File: src/rtl/e1000_eeprom_pkg.sv
// Shared definitions for the e1000 EEPROM path: word offsets of the
// auto-loaded image, EERD register field positions and the auto-load FSM states.
package e1000_eeprom_pkg;

    // EEPROM word offsets captured into result registers during auto-load
    localparam logic [7:0] WORD_MAC0       = 8'h00;
    localparam logic [7:0] WORD_MAC1       = 8'h01;
    localparam logic [7:0] WORD_MAC2       = 8'h02;
    localparam logic [7:0] WORD_INIT_CTRL1 = 8'h0A;
    localparam logic [7:0] WORD_SUBSYS_ID  = 8'h0B;
    localparam logic [7:0] WORD_SUBSYS_VEN = 8'h0C;
    localparam logic [7:0] WORD_DEV_ID     = 8'h0D;
    localparam logic [7:0] WORD_VEN_ID     = 8'h0E;
    localparam logic [7:0] WORD_INIT_CTRL2 = 8'h0F;

    // Sum of all image words a valid EEPROM must produce
    localparam logic [15:0] CHECKSUM_DEFAULT = 16'hBABA;

    // EERD register field positions
    localparam int EERD_START_BIT = 0;
    localparam int EERD_DONE_BIT  = 4;
    localparam int EERD_ADDR_LSB  = 8;
    localparam int EERD_ADDR_MSB  = 15;
    localparam int EERD_DATA_LSB  = 16;
    localparam int EERD_DATA_MSB  = 31;

    // Result register slots (index into the result array)
    localparam int NUM_RESULTS      = 9;
    localparam int SLOT_MAC0        = 0;
    localparam int SLOT_MAC1        = 1;
    localparam int SLOT_MAC2        = 2;
    localparam int SLOT_INIT_CTRL1  = 3;
    localparam int SLOT_SUBSYS_ID   = 4;
    localparam int SLOT_SUBSYS_VEN  = 5;
    localparam int SLOT_DEV_ID      = 6;
    localparam int SLOT_VEN_ID      = 7;
    localparam int SLOT_INIT_CTRL2  = 8;
    localparam logic [3:0] SLOT_NONE = 4'hF;

    typedef enum logic [2:0] {
        AL_ISSUE,
        AL_ACK,
        AL_WAIT,
        AL_NEXT,
        IDLE,
        H_ISSUE,
        H_ACK,
        H_WAIT
    } eeprom_state_e;

    // Map an EEPROM word index to its result slot, SLOT_NONE if not kept
    function automatic logic [3:0] result_slot(input logic [7:0] word_idx);
        case (word_idx)
            WORD_MAC0:       return 4'(SLOT_MAC0);
            WORD_MAC1:       return 4'(SLOT_MAC1);
            WORD_MAC2:       return 4'(SLOT_MAC2);
            WORD_INIT_CTRL1: return 4'(SLOT_INIT_CTRL1);
            WORD_SUBSYS_ID:  return 4'(SLOT_SUBSYS_ID);
            WORD_SUBSYS_VEN: return 4'(SLOT_SUBSYS_VEN);
            WORD_DEV_ID:     return 4'(SLOT_DEV_ID);
            WORD_VEN_ID:     return 4'(SLOT_VEN_ID);
            WORD_INIT_CTRL2: return 4'(SLOT_INIT_CTRL2);
            default:         return SLOT_NONE;
        endcase
    endfunction

endpackage

File: src/rtl/eeprom_autoload.sv
// Post-reset EEPROM auto-load: reads words 0..WORDS-1 through the shift
// engine's EERD port, keeps the MAC/init words, checks the image sum, then
// serves host EERD reads on the same port.
module eeprom_autoload
    import e1000_eeprom_pkg::*;
#(
    parameter int          WORDS    = 64,
    parameter logic [15:0] CHECKSUM = CHECKSUM_DEFAULT
) (
    input  logic        clk,
    input  logic        rst,
    output logic        eni,
    output logic [31:0] wdatai,
    input  logic        eerd_busy,
    input  logic        eecd_busy,
    input  logic [31:0] rdatao,
    input  logic        host_eerd_wr,
    input  logic [31:0] host_eerd_wdata,
    output logic [31:0] host_eerd_rdata,
    output logic [47:0] mac_addr,
    output logic [15:0] init_ctrl1,
    output logic [15:0] subsys_id,
    output logic [15:0] subsys_ven,
    output logic [15:0] dev_id,
    output logic [15:0] ven_id,
    output logic [15:0] init_ctrl2,
    output logic        autoload_done,
    output logic        checksum_ok
);

    localparam logic [7:0] LAST_IDX = 8'(WORDS - 1);

    eeprom_state_e state_q, state_d;
    logic [7:0]  idx_q, idx_d;
    logic [15:0] sum_q, sum_d;
    logic        eni_q, eni_d;
    logic [31:0] wdatai_q, wdatai_d;
    logic        first_q, first_d;      // first cycle of an ACK wait
    logic        stale_q, stale_d;      // engine was still busy from an older read
    logic        pend_valid_q, pend_valid_d;
    logic [7:0]  pend_addr_q, pend_addr_d;
    logic [7:0]  host_addr_q, host_addr_d;
    logic [31:0] host_rdata_q, host_rdata_d;
    logic        done_q, done_d;
    logic        ok_q, ok_d;
    logic [15:0] res_q [NUM_RESULTS];
    logic [15:0] res_d [NUM_RESULTS];

    logic        store_en;
    logic [3:0]  store_slot;
    logic        host_start;
    logic [7:0]  host_req_addr;
    logic [15:0] rd_word;

    // eecd_busy only stalls the engine itself; while it holds, eni simply
    // stays up in the ACK state. The remaining bits are not part of EERD.
    logic unused_inputs;
    assign unused_inputs = ^{eecd_busy, rdatao[15:0],
                             host_eerd_wdata[31:16], host_eerd_wdata[7:1]};

    assign host_start    = host_eerd_wr & host_eerd_wdata[EERD_START_BIT];
    assign host_req_addr = host_eerd_wdata[EERD_ADDR_MSB:EERD_ADDR_LSB];
    assign rd_word       = rdatao[EERD_DATA_MSB:EERD_DATA_LSB];
    assign store_slot    = result_slot(idx_q);

    // Per-slot result update: only auto-load captures ever write these
    genvar gi;
    generate
        for (gi = 0; gi < NUM_RESULTS; gi++) begin : g_result
            assign res_d[gi] = (store_en && store_slot == 4'(gi)) ? rd_word : res_q[gi];
        end
    endgenerate

    // Next-state logic for the load/host FSM, pending slot and sum
    always_comb begin
        state_d      = state_q;
        idx_d        = idx_q;
        sum_d        = sum_q;
        eni_d        = eni_q;
        wdatai_d     = wdatai_q;
        first_d      = 1'b0;
        stale_d      = stale_q;
        pend_valid_d = pend_valid_q;
        pend_addr_d  = pend_addr_q;
        host_addr_d  = host_addr_q;
        host_rdata_d = host_rdata_q;
        done_d       = done_q;
        ok_d         = ok_q;
        store_en     = 1'b0;

        // Host requests outside IDLE park in the single pending slot, last wins
        if (host_start && state_q != IDLE) begin
            pend_valid_d = 1'b1;
            pend_addr_d  = host_req_addr;
        end

        case (state_q)
            AL_ISSUE, H_ISSUE: begin
                wdatai_d = '0;
                wdatai_d[EERD_ADDR_MSB:EERD_ADDR_LSB] =
                    (state_q == AL_ISSUE) ? idx_q : host_addr_q;
                eni_d   = 1'b1;
                first_d = 1'b1;
                stale_d = 1'b0;
                state_d = (state_q == AL_ISSUE) ? AL_ACK : H_ACK;
            end

            AL_ACK, H_ACK: begin
                if (first_q && eerd_busy) begin
                    // Busy before our request could have been seen: an older
                    // read. Pull eni until it finishes so ours starts fresh.
                    stale_d = 1'b1;
                    eni_d   = 1'b0;
                end else if (stale_q) begin
                    if (!eerd_busy) begin
                        stale_d = 1'b0;
                        eni_d   = 1'b1;
                        first_d = 1'b1;
                    end
                end else if (eerd_busy) begin
                    eni_d   = 1'b0;
                    state_d = (state_q == AL_ACK) ? AL_WAIT : H_WAIT;
                end
            end

            AL_WAIT: begin
                if (!eerd_busy) begin
                    sum_d    = sum_q + rd_word;
                    store_en = (store_slot != SLOT_NONE);
                    state_d  = AL_NEXT;
                end
            end

            AL_NEXT: begin
                if (idx_q == LAST_IDX) begin
                    done_d  = 1'b1;
                    ok_d    = (sum_q == CHECKSUM);
                    state_d = IDLE;
                end else begin
                    idx_d   = idx_q + 8'd1;
                    state_d = AL_ISSUE;
                end
            end

            IDLE: begin
                if (host_start || pend_valid_q) begin
                    // A write arriving now is newer than anything pending
                    host_addr_d  = host_start ? host_req_addr : pend_addr_q;
                    pend_valid_d = 1'b0;
                    host_rdata_d[EERD_DONE_BIT] = 1'b0;
                    state_d      = H_ISSUE;
                end
            end

            H_WAIT: begin
                if (!eerd_busy) begin
                    host_rdata_d = '0;
                    host_rdata_d[EERD_DATA_MSB:EERD_DATA_LSB] = rd_word;
                    host_rdata_d[EERD_ADDR_MSB:EERD_ADDR_LSB] = host_addr_q;
                    host_rdata_d[EERD_DONE_BIT] = 1'b1;
                    state_d = IDLE;
                end
            end
        endcase
    end

    // State and registered outputs; reset restarts the pass at word 0
    always_ff @(posedge clk or posedge rst) begin
        if (rst) begin
            state_q      <= AL_ISSUE;
            idx_q        <= '0;
            sum_q        <= '0;
            eni_q        <= 1'b0;
            wdatai_q     <= '0;
            first_q      <= 1'b0;
            stale_q      <= 1'b0;
            pend_valid_q <= 1'b0;
            pend_addr_q  <= '0;
            host_addr_q  <= '0;
            host_rdata_q <= '0;
            done_q       <= 1'b0;
            ok_q         <= 1'b0;
            res_q        <= '{default: '0};
        end else begin
            state_q      <= state_d;
            idx_q        <= idx_d;
            sum_q        <= sum_d;
            eni_q        <= eni_d;
            wdatai_q     <= wdatai_d;
            first_q      <= first_d;
            stale_q      <= stale_d;
            pend_valid_q <= pend_valid_d;
            pend_addr_q  <= pend_addr_d;
            host_addr_q  <= host_addr_d;
            host_rdata_q <= host_rdata_d;
            done_q       <= done_d;
            ok_q         <= ok_d;
            res_q        <= res_d;
        end
    end

    assign eni             = eni_q;
    assign wdatai          = wdatai_q;
    assign host_eerd_rdata = host_rdata_q;
    assign autoload_done   = done_q;
    assign checksum_ok     = ok_q;
    assign mac_addr        = {res_q[SLOT_MAC2], res_q[SLOT_MAC1], res_q[SLOT_MAC0]};
    assign init_ctrl1      = res_q[SLOT_INIT_CTRL1];
    assign subsys_id       = res_q[SLOT_SUBSYS_ID];
    assign subsys_ven      = res_q[SLOT_SUBSYS_VEN];
    assign dev_id          = res_q[SLOT_DEV_ID];
    assign ven_id          = res_q[SLOT_VEN_ID];
    assign init_ctrl2      = res_q[SLOT_INIT_CTRL2];

endmodule
File: config.mk
export PLATFORM = sky130hd
export DESIGN_NAME = eeprom_autoload
export DESIGN_NICKNAME = d
export VERILOG_FILES = /design/src/rtl/e1000_eeprom_pkg.sv /design/src/rtl/eeprom_autoload.sv
export SDC_FILE = /design/constraint.sdc
export NUM_CORES = 1
export LEC_CHECK = 0
export ABC_AREA = 1
export BUFFER_PORTS_ARGS = -buffer_cell sky130_fd_sc_hd__clkbuf_2
export CORE_ASPECT_RATIO = 0.7
export CORE_MARGIN = 4
export CORE_UTILIZATION = 53
export CTS_CLUSTER_DIAMETER = 80
export CTS_CLUSTER_SIZE = 40
export DETAILED_ROUTE_END_ITERATION = 12
export PLACE_DENSITY = 0.89
export SYNTH_ARGS = -nofsm -noshare
export SYNTH_HDL_FRONTEND = slang
export SYNTH_SLANG_ARGS = --single-unit
File: constraint.sdc
create_clock -name clk -period 10.1 [get_ports clk]
set_input_delay 3.03 -clock clk [delete_from_list [all_inputs] [get_ports clk]]
set_output_delay 3.03 -clock clk [all_outputs]
set_load 0.005 [all_outputs]
## Word-level counts from Yosys, hierarchy flattened

Memory sizes are Yosys's and may differ from the RTL's.
Cells that the tools add are included.
W data, S select, Z words.

- Input bits: 69
- Bits in registers: 226
- Word-level logic and storage cells: 117
- ROM bits: 64
- Output and inout bits: 211
- Memories: 1

- Reduce and logical (&&, ||, !) cells: 27
- Eq/ne operators: 27
- Mux-type cells: 34
- Bitwise gates (word level): 3
- $add $sub $neg: 2

Memories:

| name | depth | width | read ports | clocked after memory_dff | wr ports | RTL line | text |
|---|---|---|---|---|---|---|---|
| (no name shown) | 16 | 4 | 1 | 0 | 0 | e1000_eeprom_pkg.sv:53 | `case (word_idx)` |

Operators by type and width:

| operator | number |
|---|---|
| $mux W3 | 9 |
| $pmux W3 S6 | 1 |
| $add A16 B16 Y16 | 1 |
| $eq A16 B16 Y1 const B | 1 |
| $eq A4 B3 Y1 const B | 4 |
| $mux W1 | 16 |
| $mux W8 | 2 |
| $eq A3 B3 Y1 const B | 4 |
| $ne A2 B2 Y1 const B | 6 |
| $ne A4 B4 Y1 const B | 3 |
| $logic_and A1 B1 Y1 | 11 |
| $reduce_and A2 Y1 | 5 |
| $add A8 B1 Y8 const B | 1 |
| $eq A4 B2 Y1 const B | 2 |
| $eq A8 B6 Y1 const B | 1 |
| $logic_not A4 Y1 | 2 |
| $pmux W1 S2 | 4 |
| $eq A3 B2 Y1 const B | 2 |
| $reduce_and A3 Y1 | 2 |
| $reduce_and A6 Y1 | 1 |
| $mux W5 | 1 |
| $eq A4 B1 Y1 const B | 1 |
| $eq A4 B4 Y1 const B | 1 |
| $mux W4 | 1 |
| other kinds (8) | 11 |

## Longest topological paths before layout

- Depth in word-level cells: 6
- Gate-level depth with buffers: 13

## Worst setup path before layout

OpenSTA, ideal clock, no wires.

- Path type: input port to flip-flop
- From: input port rdatao[17]
- To: register sum_q[14]
- Path buffers: 1
- Data arrival time: 4.356 ns
- Path slack: 5.626 ns
- Setup time: 0.118 ns
- Required time: 9.982 ns
- Stages: 11
- Cell sequence: clkbuf_1 -> inv_1 -> fa_1 -> inv_1 -> nand4_1 -> nand2_1 -> nand2_1 -> nand2_1 -> nand2_1 -> nand3_1 -> nand2_1

- Longest elaborated chain between the ends: 1

RTL lines:

| item | RTL line | text |
|---|---|---|
| start, declared | eeprom_autoload.sv:16 | `input logic [31:0] rdatao,` |
| $add A16 B16 Y16 | eeprom_autoload.sv:128 | `sum_d = sum_q + rd_word;` |
| end signal, assigned | eeprom_autoload.sv:187 | `sum_q <= sum_d;` |
| end, declared | eeprom_autoload.sv:35 | `logic [15:0] sum_q, sum_d;` |

No other way between the ends.
A chain may end at the register's enable or synchronous reset.

## Final worst setup path

- From: input port eerd_busy
- To: register res_q (netlist bit subsys_ven[11])

- Longest elaborated chain between the ends: 3

RTL lines:

| item | RTL line | text |
|---|---|---|
| start, declared | eeprom_autoload.sv:14 | `input logic eerd_busy,` |
| $mux W1 | eeprom_autoload.sv:127 | `if (!eerd_busy) begin` |
| $mux W1 | eeprom_autoload.sv:97 | `case (state_q)` |
| $logic_and A1 B1 Y1 | eeprom_autoload.sv:70 | `assign res_d[gi] = (store_en && store_slot == 4'(gi)) ? rd_word : res_q[gi];` |
| end signal, assigned | eeprom_autoload.sv:198 | `res_q <= res_d;` |
| end, declared | eeprom_autoload.sv:46 | `logic [15:0] res_q [NUM_RESULTS];` |

No other way between the ends.

==> summary.md <==
| Metric | Value |
|---|---|
| Worst Hold Class | `reg -> reg` |
| # setup viols final | `0` |
| Post_cts resized | `0` |
| Gr usage total | `0.250` |
| RD Place Congestion | `roughly 0.89` |
| Clock Skew | `about 37 ps` |
| Post-synth top area share | `0.536` |
| Post-synthesis mux area share | `0.0160` |
| Peak Freq | `around 210 MHz` |
| Complex-gate fraction of the synthesized area | `0.0976` |
| CTS HTree Levels | `1` |
| Util after Layout | `0.618` |
| Die X | `177 microns` |
| Routed length per instance | `approximately 17 microns` |
| Post-synth top area cell | `dfrtp_1` |
| Period utilization | `0.474` |
| Final hold viol count | `0` |
| Critical path arrival | `~5200 ps` |
| Placed cell count | `1656` |
| Count leader, synth | `nand2_1` |
| CORE AREA | `a little under 20000 sq um` |
| First-pass GRT wire length | `approximately 45 mm` |
| Yosys warns | `0` |
| Sw Ratio | `0.413` |
| Clock-pin slew on the worst setup and hold paths | `140 ps` |
| Later-pin clock latency in the skew report | `approximately 500 ps` |
| Clock share of power | `0.174` |
| EDFF count, synth | `0` |
| Residual DRC | `0` |
| Inserted Clock Buffers | `10` |
| Sequential power share | `0.444` |
| Maximum VDD drop | `0.128 mV` |
| Seq cells post-synth | `226` |
| Iteration-0 DRC Markers | `~1000` |
| Max-cap viol count | `0` |
| Die Area | `between 20000 and 25000 sq um` |
| Largest cells by area after synthesis | `dfrtp_1 54%, nand2_1 17%, o21ai_0 6.8%` |
| Diodes inserted | `0` |
| Filler cells | `1602` |
| Initial Util | `0.548` |
| Routed wire length | `approximately 29 mm` |
| Mean Syn Cell Area | `approximately 8.5 sq um` |
| Number of global-route vias before repair | `between 8000 and 9000` |
| Unique cell type count in the Yosys netlist | `41` |
| Dpl hpwl | `20.2 mm` |
| Top cell types by occurrence after synthesis | `481 x nand2_1, 226 x dfrtp_1, 143 x o21ai_0` |
| Part of the power in combinational logic | `0.381` |
| P&R area growth vs syn | `12.7%` |
| Total negative setup slack | `0 ps` |
| Critical Path RT | `~11000 ps` |
| Via count | `between 8000 and 9000` |
| Crit-path max FO | `68` |
| Non-filler instance count after layout | `1671` |
| Int Power | `around 1.7 mW` |
| Fraction of the mapped netlist area in adder cells | `0.0244` |
| Post-CTS Hold Fix Bufs | `0` |
| Fin nets | `about 1500` |
| Number of core rows | `42` |
| Post-detailed-route count of antenna-violating nets | `0` |
| CTS root buf | `clkbuf_16` |
| Largest net degree at the start of global routing | `about 140` |
| DR vias/cell | `between 5 and 6` |
| Tot Pwr | `roughly 3.0 mW` |
| Post-Synth XOR/XNOR Area | `0.00914` |
| Outcome | `completed` |
| Share of layout cells above drive strength 1 | `0.200` |
| Top FF cell, synth | `dfrtp_1` |
| Clock Path Buffers | `3` |
| Initial antenna violation count | `0` |
| Clk sinks | `226` |
| Post-Syn Area | `around 11000 sq um` |
| Simple-gate share of the synthesized area | `0.230` |
| Gr ovfl total | `0` |
| RSZ-0062 raised after global routing | `no` |
| First-pass iteration count of the detailed router | `5` |
| Switching power | `between 1 and 1.5 mW` |
| Crit start category | `input port` |
| Async SR Flop Fraction | `1.00` |
| CTS tree | `yes` |
| Slew HR | `0.278` |
| Slew Limit Fails | `0` |
| IO Count | `between 200 and 300` |
| Sequential share of the synthesized area | `0.536` |
| Worst Tran Pin Value | `between 1000 and 1500 ps` |
| Die height | `roughly 130 microns` |
| Pwr/cell area | `~250 nW/um^2` |
| Cell count after synthesis | `1240` |
| Leak pwr | `approximately 6.8 nW` |
| Fin crit period | `between 4000 and 5000 ps` |
| Setup CP Type | `in -> reg` |
| Post-CTS setup buffers | `0` |
| Port bufs | `around 210` |
| Element type at the critical path end | `register` |
| Largest family of logic cells by synthesized area | `simple AND/OR/NAND/NOR gates` |
## power by group through the flow
stage | Combinational, mW | Sequential, mW | Clock, mW
2_1_floorplan | 0.732 | 1.29 | 0
3_3_place_gp | 1.07 | 1.31 | 0
3_5_place_dp | 1.12 | 1.32 | 0
4_1_cts | 1.12 | 1.31 | 0.521
5_1_grt | 1.27 | 1.34 | 0.556
6_report | 1.13 | 1.31 | 0.515
## worst max-delay path: stages
cell and delay (ps):
clkbuf_2 140, nor2_4 490, nand3_4 660, nor2_4 600, nand2_1 140, nand2_1 110
## cell usage in the layout (no fill, tap or decap), types with 12 or more instances in the layout
cell,n
conb_1,31
inv_1,94
o21ai_1,20
nand3_1,28
nand2_1,481
o21ai_0,143
clkbuf_2,208
ha_1,19
mux2_2,15
nor2_1,32
dfrtp_1,226
a21oi_1,12
## through the flow
stage          setup WS (ps)  area, sq um  hold WS [ps]
2_1_floorplan            879        10700           453
3_3_place_gp            4910        11500           452
3_5_place_dp            4900        11500           457
4_1_cts                 5350        11900           488
5_1_grt                 5160        11900           508
6_report                5310        11900           489
## kinds of logic (layout without fill, tap and decap cells)
group           after synthesis  in the layout
compound gates              192            192
xor+xnor                     11             11
fa+ha+maj                    20             20
buf+inv                     193            330
flops                       226            226
mux                          15             15
other cells                   1             31
simple gates                582            582
## layout make-up
class	count	area, sq um	area share
tap	264	330	0.0278
inverter	103	394	0.0332
clock inverter	3	57.6	0.00484
clock buffer	12	279	0.0235
sequential	226	5660	0.476
multi-input combinational	851	4100	0.345
timing repair buffer	212	1070	0.0901
## routing by layer
layer / vias to the layer above / share of wire / wire, microns / track usage
met2: 465 / 0.45 / 12900 / 0.384
met3: 70 / 0.10 / 2990 / 0.0455
met5: - / 0 / 0 / 0
met4: 0 / 0.032 / 915 / 0.0719
li1: 4167 / - / - / -
met1: 4272 / 0.42 / 12000 / 0.368
## flip-flops by register name (all words and copies together) (netlist names), 3 cells and up
register / count
sum_q: 16
subsys_ven: 16
subsys_id: 16
ven_id: 16
host_addr_q: 8
init_ctrl1: 16
wdatai: 8
idx_q: 8
host_eerd_rdata: 25
pend_addr_q: 8
state_q: 3
mac_addr: 48
init_ctrl2: 16
dev_id: 16
## worst paths after layout
| path | startpoint | to | slack [ps] | cells after the start |
|---|---|---|---|---|
| hold / removal | init_ctrl1[1] | init_ctrl1[1] | 490 | 2 |
| setup reg to reg | idx_q[1] | subsys_ven[11] | 7190 | 10 |
| hold reg to reg | init_ctrl1[1] | init_ctrl1[1] | 490 | 2 |
| min in group asynchronous | rst | mac_addr[43] | 2710 | 2 |
| max in group asynchronous | rst | dev_id[15] | 5770 | 3 |
| setup / recovery | eerd_busy | subsys_ven[11] | 5310 | 6 |
Note: power is estimated with default switching activity, not from simulation.
